==> src/rtl/mem_arbiter_pkg.sv <==
// Shared FSM state and grant encodings for the memory-port arbiter.
package mem_arbiter_pkg;

    typedef enum logic [1:0] {
        ARB_IDLE = 2'd0,
        ARB_ACC  = 2'd1,
        ARB_DONE = 2'd2
    } arb_state_t;

    typedef enum logic {
        GNT_CPU = 1'b0,
        GNT_DBG = 1'b1
    } gnt_t;

endpackage

==> src/rtl/mem_arbiter_pick.sv <==
// Combinational 2-way winner select; zero latency.
// No backpressure: o_vld only says some master is eligible this cycle.
module mem_arbiter_pick
    import mem_arbiter_pkg::*;
#(
    parameter int FIXED_PRIO = 0
) (
    input  logic i_c_req,
    input  logic i_d_req,
    input  logic i_d_lock,
    input  gnt_t i_last_grant,
    output logic o_vld,
    output gnt_t o_grant
);

    logic w_c_ok;

    assign w_c_ok = i_c_req && !i_d_lock;

    always_comb begin
        o_vld   = w_c_ok || i_d_req;
        o_grant = GNT_CPU;
        if (w_c_ok && i_d_req) begin
            // On a tie the debug master wins outright, or the master not served last
            o_grant = ((FIXED_PRIO != 0) || (i_last_grant == GNT_CPU)) ? GNT_DBG : GNT_CPU;
        end else if (i_d_req) begin
            o_grant = GNT_DBG;
        end
    end

endmodule

==> src/rtl/mem_arbiter.sv <==
// Shares one synchronous memory port between CPU and debug masters; ack 3 cycles after sampled req.
// Masters hold req until their one-cycle ack; at most one access per 3 cycles.
module mem_arbiter
    import mem_arbiter_pkg::*;
#(
    parameter int WIDTH         = 32,
    parameter int MEM_ADDR_SIZE = 12,
    parameter int FIXED_PRIO    = 0
) (
    input  logic                     i_clk,
    input  logic                     i_reset,
    input  logic                     i_c_req,
    input  logic                     i_c_wen,
    input  logic [MEM_ADDR_SIZE-1:0] i_c_addr,
    input  logic [WIDTH-1:0]         i_c_wdata,
    output logic                     o_c_ack,
    output logic [WIDTH-1:0]         o_c_rdata,
    input  logic                     i_d_req,
    input  logic                     i_d_wen,
    input  logic [MEM_ADDR_SIZE-1:0] i_d_addr,
    input  logic [WIDTH-1:0]         i_d_wdata,
    output logic                     o_d_ack,
    output logic [WIDTH-1:0]         o_d_rdata,
    input  logic                     i_d_lock,
    output logic [MEM_ADDR_SIZE-1:0] o_mem_addr,
    output logic                     o_mem_wen,
    output logic [WIDTH-1:0]         o_mem_wdata,
    input  logic [WIDTH-1:0]         i_mem_rdata,
    output logic                     o_busy
);

    arb_state_t                 r_state;
    arb_state_t                 w_state_nxt;
    gnt_t                       r_grant;
    gnt_t                       r_last_grant;
    gnt_t                       w_pick_grant;
    logic                       w_pick_vld;
    logic [MEM_ADDR_SIZE-1:0]   r_mem_addr;
    logic                       r_mem_wen;
    logic [WIDTH-1:0]           r_mem_wdata;
    logic                       r_c_ack;
    logic                       r_d_ack;
    logic [WIDTH-1:0]           r_c_rdata;
    logic [WIDTH-1:0]           r_d_rdata;

    mem_arbiter_pick #(
        .FIXED_PRIO (FIXED_PRIO)
    ) u_pick (
        .i_c_req      (i_c_req),
        .i_d_req      (i_d_req),
        .i_d_lock     (i_d_lock),
        .i_last_grant (r_last_grant),
        .o_vld        (w_pick_vld),
        .o_grant      (w_pick_grant)
    );

    always_comb begin
        w_state_nxt = r_state;
        case (r_state)
            ARB_IDLE: if (w_pick_vld) w_state_nxt = ARB_ACC;
            ARB_ACC:  w_state_nxt = ARB_DONE;
            ARB_DONE: w_state_nxt = ARB_IDLE;
            default:  w_state_nxt = ARB_IDLE;
        endcase
    end

    always_ff @(posedge i_clk) begin
        if (!i_reset) begin
            r_state      <= ARB_IDLE;
            r_grant      <= GNT_CPU;
            r_last_grant <= GNT_DBG;
            r_mem_addr   <= '0;
            r_mem_wen    <= 1'b0;
            r_mem_wdata  <= '0;
            r_c_ack      <= 1'b0;
            r_d_ack      <= 1'b0;
            r_c_rdata    <= '0;
            r_d_rdata    <= '0;
        end else begin
            r_state <= w_state_nxt;
            r_c_ack <= 1'b0;
            r_d_ack <= 1'b0;
            case (r_state)
                ARB_IDLE: begin
                    if (w_pick_vld) begin
                        r_grant     <= w_pick_grant;
                        r_mem_addr  <= (w_pick_grant == GNT_DBG) ? i_d_addr  : i_c_addr;
                        r_mem_wen   <= (w_pick_grant == GNT_DBG) ? i_d_wen   : i_c_wen;
                        r_mem_wdata <= (w_pick_grant == GNT_DBG) ? i_d_wdata : i_c_wdata;
                    end
                end
                ARB_ACC: begin
                    r_mem_wen <= 1'b0;
                end
                ARB_DONE: begin
                    // Memory data is valid now; ack and data leave registered together
                    r_last_grant <= r_grant;
                    if (r_grant == GNT_DBG) begin
                        r_d_ack   <= 1'b1;
                        r_d_rdata <= i_mem_rdata;
                    end else begin
                        r_c_ack   <= 1'b1;
                        r_c_rdata <= i_mem_rdata;
                    end
                end
                default: r_mem_wen <= 1'b0;
            endcase
        end
    end

    assign o_mem_addr  = r_mem_addr;
    assign o_mem_wen   = r_mem_wen;
    assign o_mem_wdata = r_mem_wdata;
    assign o_c_ack     = r_c_ack;
    assign o_d_ack     = r_d_ack;
    assign o_c_rdata   = r_c_rdata;
    assign o_d_rdata   = r_d_rdata;
    assign o_busy      = (r_state != ARB_IDLE);

endmodule

==> config.mk <==
export PLATFORM = sky130hd
export DESIGN_NAME = mem_arbiter
export DESIGN_NICKNAME = d
export VERILOG_FILES = /design/src/rtl/mem_arbiter_pkg.sv /design/src/rtl/mem_arbiter_pick.sv /design/src/rtl/mem_arbiter.sv
export SDC_FILE = /design/constraint.sdc
export NUM_CORES = 1
export LEC_CHECK = 0
export CELL_PAD_IN_SITES_DETAIL_PLACEMENT = 0
export CELL_PAD_IN_SITES_GLOBAL_PLACEMENT = 1
export CORE_MARGIN = 8
export CORE_UTILIZATION = 29
export DETAILED_ROUTE_END_ITERATION = 12
export PLACE_DENSITY_LB_ADDON = 0.1
export SLEW_MARGIN = 20
export SYNTH_ARGS = -nofsm -noshare
export SYNTH_HDL_FRONTEND = slang
export SYNTH_SLANG_ARGS = --single-unit
==> constraint.sdc <==
create_clock -name i_clk -period 2.51 [get_ports i_clk]
set_input_delay 0.6275 -clock i_clk [delete_from_list [all_inputs] [get_ports i_clk]]
set_output_delay 0.6275 -clock i_clk [all_outputs]
set_load 0.005 [all_outputs]
==> reports/results.txt, run 1 <==
Sink Count -> 115
Pre-Repair DR Iteration Count -> 4
Placed insts -> 881
H-tree depth -> 4
Largest net degree at the start of global routing -> 80
Syn_nets -> 613
VDD IR-drop max -> 456 uV
Setup Fix Bufs, Post-CTS -> 0
Final hold vios -> 0
Post-Syn Instances -> 486
Area of the mapped netlist -> 4240 um^2
Resize count post-CTS -> 0
Post-Route WL -> 15,000 um
Wire per inst -> 16.4 um
Clk_lat worst skew -> 0.41 ns
Area contributors post-synth -> dfxtp_1 (54%), nand2_1 (14%), a22o_1 (6.6%)
DRT antenna net count -> 0
Slew @ Worst Pin -> 0.552 ns
Worst Path Arrival -> 1.57 ns
CORE AREA -> 14,400 um^2
Synthesized flop and latch total -> 115
Power, Total -> 5.02 mW
Synth top area share -> 0.544
CTS tree -> yes
Ys Warns -> 0
Synth Flop Type -> dfxtp_1
Global-route usage over all layers -> 0.156
Most frequent cells after synthesis -> nand2_1 (155), dfxtp_1 (115), a31oi_1 (44)
Setup TNS -> 0 ns
CP max FO -> 7
Unrepaired setup endpoints after global routing -> false
Starting Density -> 0.294
Setup violations, final -> 0
Max cap viols -> 0
Post-route setup slack -> 0.314 ns
Path type of the worst setup path -> reg -> out
Final period util -> 0.875
Filler Cell Count -> 1,399
Post-layout nets -> 843
CTS clock-pin slew for the worst setup and hold paths -> 0.05 ns
Yosys cell types -> 26
Leakage -> 2.76 nW
Cell row count -> 44
Minimum clock period -> 2.20 ns
DP Worst Slack -> 0.294 ns
Critical Path Start Type -> flop
Num CTS Buffers -> 17
Final HPWL DP -> 11,000 um
Post-synth EDFFs -> 0
Hold Buf Count CTS -> 0
Register area share after synthesis -> 0.544
Slew Limit Fails -> 0
Clock buffer depth -> 2
Root Buffer -> clkbuf_16
Non-Filler Instances -> 913
Final hold slack -> 0.453 ns
First-pass GRT wire length -> 22,800 um
CP Capture Type -> output port
Vias in the first global route -> 4,375
Yosys top cell by area -> dfxtp_1
HP Class -> reg -> reg
Number of DRC markers in iteration 0 -> 228
Slew headroom -> 0.632
Initial antenna violation count -> 0
CP Data Required Time -> 1.88 ns
GP Congestion -> 0.765
Ys async rst share -> 0
Die area -> 18,700 um^2
Total gr overflow -> 0
Most frequent cell after synthesis -> nand2_1
Number of top-level pins -> 239
Synthesized area per cell -> 8.71 um^2
P per Cell Area -> 683 nW/um^2
Clock Skew -> 0.00973 ns
Die Width -> 137 um
Vias per Instance -> 4.69
Ant diodes -> 0
DRC Markers -> 0
Area growth, synth to finish -> 73.6%
Die height -> 137 um
DR vias -> 4,283
Fmax -> 0.455 GHz
Share of layout cells above drive strength 1 -> 0.0631
Status -> complete, no violations
Port-buffer cells -> 238
==> registers in the layout (all words and copies together), names as in the netlist <==
signal        count
o_c_rdata        32
o_d_rdata        32
o_mem_wdata      32
o_mem_addr       12
r_state           2
o_c_ack           1
o_d_ack           1
o_mem_wen         1
r_grant           1
r_last_grant      1
==> cell type report <==
class | instances | area, um^2 | area share
repair buffers | 251 | 2500 | 0.340
flip-flops and latches | 115 | 2300 | 0.313
multi-input cells | 330 | 1750 | 0.238
clock buffers | 21 | 450 | 0.0613
well taps | 184 | 230 | 0.0313
clock inverters | 11 | 111 | 0.0151
inverters | 1 | 3.75 | 0.000511
==> cell families after synthesis <==
kind of cell,share of synthesized area
compound gates,0.249
mux,0.00236
flops,0.544
simple gates,0.162
buf+inv,0.0431
==> placed cells by master, fill, tap and decap left out <==
| master | n |
|---|---|
| a21boi_0 | 27 |
| dfxtp_1 | 115 |
| clkbuf_16 | 17 |
| o21ai_1 | 5 |
| nand2b_1 | 3 |
| a21oi_1 | 1 |
| buf_12 | 2 |
| nor4_1 | 1 |
| nand3b_1 | 1 |
| clkbuf_1 | 3 |
| a21oi_4 | 1 |
| a21boi_2 | 1 |
| o21ai_0 | 40 |
| clkdlybuf4s50_1 | 237 |
| nor3_1 | 2 |
| clkinvlp_4 | 1 |
| bufinv_16 | 2 |
| a21boi_1 | 5 |
| buf_4 | 11 |
| buf_2 | 1 |
| nor2_2 | 1 |
| and3_1 | 1 |
| a31oi_1 | 44 |
| or2_1 | 1 |
| clkinv_2 | 7 |
| inv_1 | 1 |
| mux2i_1 | 1 |
| and2_1 | 3 |
| clkbuf_8 | 1 |
| nand2_1 | 155 |
| nand3_1 | 1 |
| a22o_1 | 32 |
| clkinv_4 | 1 |
| nor2_1 | 1 |
| nor2b_1 | 3 |
==> where the power goes <==
part | internal [mW] | total, mW | leakage (nW) | switching, mW
clock network | 1.47 | 2.29 | 0.280 | 0.817
logic | 0.443 | 0.746 | 1.54 | 0.302
registers | 1.93 | 1.99 | 0.939 | 0.0533
total | 3.85 | 5.02 | 2.76 | 1.17
==> worst max-delay path, stage by stage (launching register included) <==
cell and delay [ns]:
dfxtp_1 0.41, or2_1 0.20, clkdlybuf4s50_1 0.56
==> routing by layer <==
metal | GRT usage | vias up | routed length [um]
met3 | 0.0742 | 26 | 1670
li1 | - | 2138 | -
met1 | 0.175 | 1935 | 6060
met2 | 0.243 | 184 | 6850
met4 | 0.0779 | 0 | 410
met5 | 0 | - | 0
==> metrics by stage <==
step | instance area [um^2] | util
6_report | 7350 | 0.510
2_1_floorplan | 4240 | -
5_1_grt | 7350 | 0.510
3_5_place_dp | 6790 | 0.471
4_1_cts | 7350 | 0.510
3_3_place_gp | 6790 | 0.471
==> worst paths after layout <==
check / start / end / slack (ns) / cells past startpoint
worst max-delay path: r_state[1]$_SDFFE_PN0P_ / o_busy / 0.31 / 2
worst min-delay path: o_c_rdata[30]$_SDFFE_PN0P_ / o_c_rdata[30]$_SDFFE_PN0P_ / 0.45 / 2
worst max register to register: r_state[1]$_SDFFE_PN0P_ / o_c_rdata[0]$_SDFFE_PN0P_ / 0.83 / 5
worst min register to register: o_c_rdata[30]$_SDFFE_PN0P_ / o_c_rdata[30]$_SDFFE_PN0P_ / 0.45 / 2
Note: power is estimated with default switching activity, not from simulation.
==> run 2: changes to the inputs <==
--- a/config.mk
+++ b/config.mk
@@ -8,7 +8,8 @@
 export CELL_PAD_IN_SITES_DETAIL_PLACEMENT = 0
 export CELL_PAD_IN_SITES_GLOBAL_PLACEMENT = 1
 export CORE_MARGIN = 8
-export CORE_UTILIZATION = 29
+export CORE_UTILIZATION = 30
+export CTS_BUF_LIST = sky130_fd_sc_hd__clkbuf_2
 export DETAILED_ROUTE_END_ITERATION = 12
 export PLACE_DENSITY_LB_ADDON = 0.1
 export SLEW_MARGIN = 20
==> reports/results.txt, run 2 (synthesized netlist as in run 1, its figures left out) <==
Max cap viols -> 0 (unchanged)
Register area -> 2300 um^2 (about the same)
CTS clock-pin slew for the worst setup and hold paths -> 0.16 ns (was 0.05 ns)
Hold Buf Count CTS -> 0 (unchanged)
Post-layout nets -> 842 (was 843)
DR vias -> 4,256 (was 4,283)
Total gr overflow -> 0 (unchanged)
Final HPWL DP -> 10,900 um (was 11,000 um)
GP Congestion -> 0.749 (was 0.765)
Pint -> 2.92 mW (was 3.85 mW)
CP Capture Type -> output port (unchanged)
Multi-input logic area -> 1760 um^2 (was 1750 um^2)
First-pass GRT wire length -> 22,800 um (unchanged)
Number of top-level pins -> 239 (unchanged)
Final period util -> 0.882 (was 0.875)
Global-route usage over all layers -> 0.160 (was 0.156)
Comb pwr share -> 0.188 (was 0.149)
Setup Fix Bufs, Post-CTS -> 0 (unchanged)
CORE AREA -> 13,800 um^2 (was 14,400 um^2)
DRT antenna net count -> 0 (unchanged)
CP max-delay cell -> dfxtp_2 (was clkdlybuf4s50_1)
Wire per inst -> 16.3 um (was 16.4 um)
Setup violations, final -> 0 (unchanged)
Clock buffer depth -> 2 (unchanged)
Clock power frac -> 0.310 (was 0.456)
WL met1 -> 6110 um (was 6060 um)
Die Width -> 135 um (was 137 um)
HP Class -> in -> reg (was reg -> reg)
Root Buffer -> clkbuf_2 (was clkbuf_16)
CP Data Required Time -> 1.88 ns (about the same)
Num CTS Buffers -> 17 (unchanged)
DRC Markers -> 0 (unchanged)
P per Cell Area -> 564 nW/um^2 (was 683 nW/um^2)
Final hold vios -> 0 (unchanged)
Clk_lat worst skew -> 0.65 ns (was 0.41 ns)
Post-Route WL -> 14,800 um (was 15,000 um)
Sink Count -> 115 (unchanged)
Worst Path Arrival -> 1.59 ns (was 1.57 ns)
Unrepaired setup endpoints after global routing -> false (unchanged)
Filler Cell Count -> 1,314 (was 1,399)
Worst path buffer plus inverter count -> 1 (unchanged)
Initial antenna violation count -> 1 (was 0)
Commonest cells after routing, fill and taps aside -> clkdlybuf4s50_1 (236), nand2_1 (155), dfxtp_1 (114) (was clkdlybuf4s50_1 (237), nand2_1 (155), dfxtp_1 (115))
Leakage -> 2.62 nW (was 2.76 nW)
Highest metal used -> met4 (unchanged)
Clock Skew -> 0.0287 ns (was 0.00973 ns)
Number of DRC markers in iteration 0 -> 153 (was 228)
Cell row count -> 43 (was 44)
Final core utilization -> 0.508 (was 0.510)
H-tree depth -> 4 (unchanged)
Minimum clock period -> 2.21 ns (was 2.20 ns)
Die height -> 135 um (was 137 um)
Starting Density -> 0.306 (was 0.294)
CP max FO -> 7 (unchanged)
Pre-Repair DR Iteration Count -> 6 (was 4)
VDD IR-drop max -> 236 uV (was 456 uV)
Share of layout cells above drive strength 1 -> 0.0633 (was 0.0631)
Commonest non-fill, non-tap cell in the layout -> clkdlybuf4s50_1 (unchanged)
Vias per Instance -> 4.69 (about the same)
Die area -> 18,200 um^2 (was 18,700 um^2)
Path type of the worst setup path -> reg -> out (unchanged)
Fmax -> 0.452 GHz (was 0.455 GHz)
Port-buffer cells -> 238 (unchanged)
Switching fraction of total power -> 0.262 (was 0.234)
Crit path largest cell delay -> 0.38 ns (was 0.56 ns)
P_sw -> 1.04 mW (was 1.17 mW)
Metal3 WL -> 1980 um (was 1670 um)
Slew headroom -> 0.699 (was 0.632)
CTS tree -> yes (unchanged)
Status -> complete, no violations (unchanged)
Sequential share of power -> 0.501 (was 0.396)
Area growth, synth to finish -> 66.0% (was 73.6%)
Slew @ Worst Pin -> 0.452 ns (was 0.552 ns)
Slew Limit Fails -> 0 (unchanged)
Ordered cell list for the critical path -> or2_4 > dlygate4sd2_1 (was or2_1 > clkdlybuf4s50_1)
Power, Total -> 3.96 mW (was 5.02 mW)
Delay-heaviest family, CP -> flip-flops (was buffers and inverters)
Vias in the first global route -> 4,344 (was 4,375)
Setup TNS -> 0 ns (unchanged)
Met2 wire len -> 6550 um (was 6850 um)
Largest net degree at the start of global routing -> 57 (was 80)
Critical Path Start Type -> flop (unchanged)
## run 2: changes by cell type in the layout (fill, tap and decap cells not counted), moves of 2 or more
cell	change
clkbuf_2	+19
clkbuf_16	-17
buf_4	-2
clkinv_1	+3
clkinv_2	-4
clkbuf_1	-3
## run 2: layout make-up
cell class                      count  area share
Clock buffer                       19      0.0135
Timing Repair Buffer              250       0.356
Multi-Input combinational cell    330       0.250
Antenna cell                        1    0.000356
Sequential cell                   115       0.328
Clock inverter                     12      0.0199
Tap cell                          180      0.0320
Inverter                            1    0.000534
## run 2: layer usage
metal	up-vias	track usage
met4	0	0.0661
li1	2138	-
met2	178	0.248
met1	1927	0.175
met5	-	0
met3	13	0.0914
## run 2: power groups by stage
| stage | registers (mW) | clock network [mW] | logic [mW] |
|---|---|---|---|
| floorplan | 2.03 | 0 | 0.246 |
| global placement | 2.02 | 0 | 0.754 |
| detailed placement | 2.02 | 0 | 0.756 |
| CTS | 1.99 | 1.28 | 0.760 |
| global route | 2.00 | 1.37 | 0.819 |
| finish | 1.99 | 1.23 | 0.746 |
## run 2: through the flow
step	hold WS [ns]	area (um^2)	worst slack, ns	instances
global placement	0.442	6790	0.394	876
detailed placement	0.448	6790	0.337	876
global route	0.254	7030	0.108	908
floorplan	0.423	4240	0.933	486
CTS	0.264	7030	0.165	907
finish	0.364	7030	0.296	908
## run 2: worst register-to-register path, cell delays in order, from the launching register on
cell,delay (ns)
dfxtp_2,0.41
nor2b_1,0.25
nand2b_1,0.30
buf_4,0.33
nand2_1,0.09
a21boi_0,0.07
## run 2: worst paths after layout
kind	from	to	slack, ns	depth (start not counted)
worst max register to register	r_state[1]$_SDFFE_PN0P_	o_c_rdata[12]$_SDFFE_PN0P_	0.95	5
worst max-delay path	r_state[1]$_SDFFE_PN0P_	o_busy	0.30	2
worst min register to register	o_c_rdata[26]$_SDFFE_PN0P_	o_c_rdata[26]$_SDFFE_PN0P_	0.46	2
worst min-delay path	i_reset	r_last_grant$_SDFFE_PN1N_	0.36	3
## run 2: what timing repair did
| item | in CTS | in global routing |
|---|---|---|
| hold endpoints to repair | 0 | 0 |
| setup endpoints to repair | 1 | 0 |
| gates resized for setup | 3 | 0 |
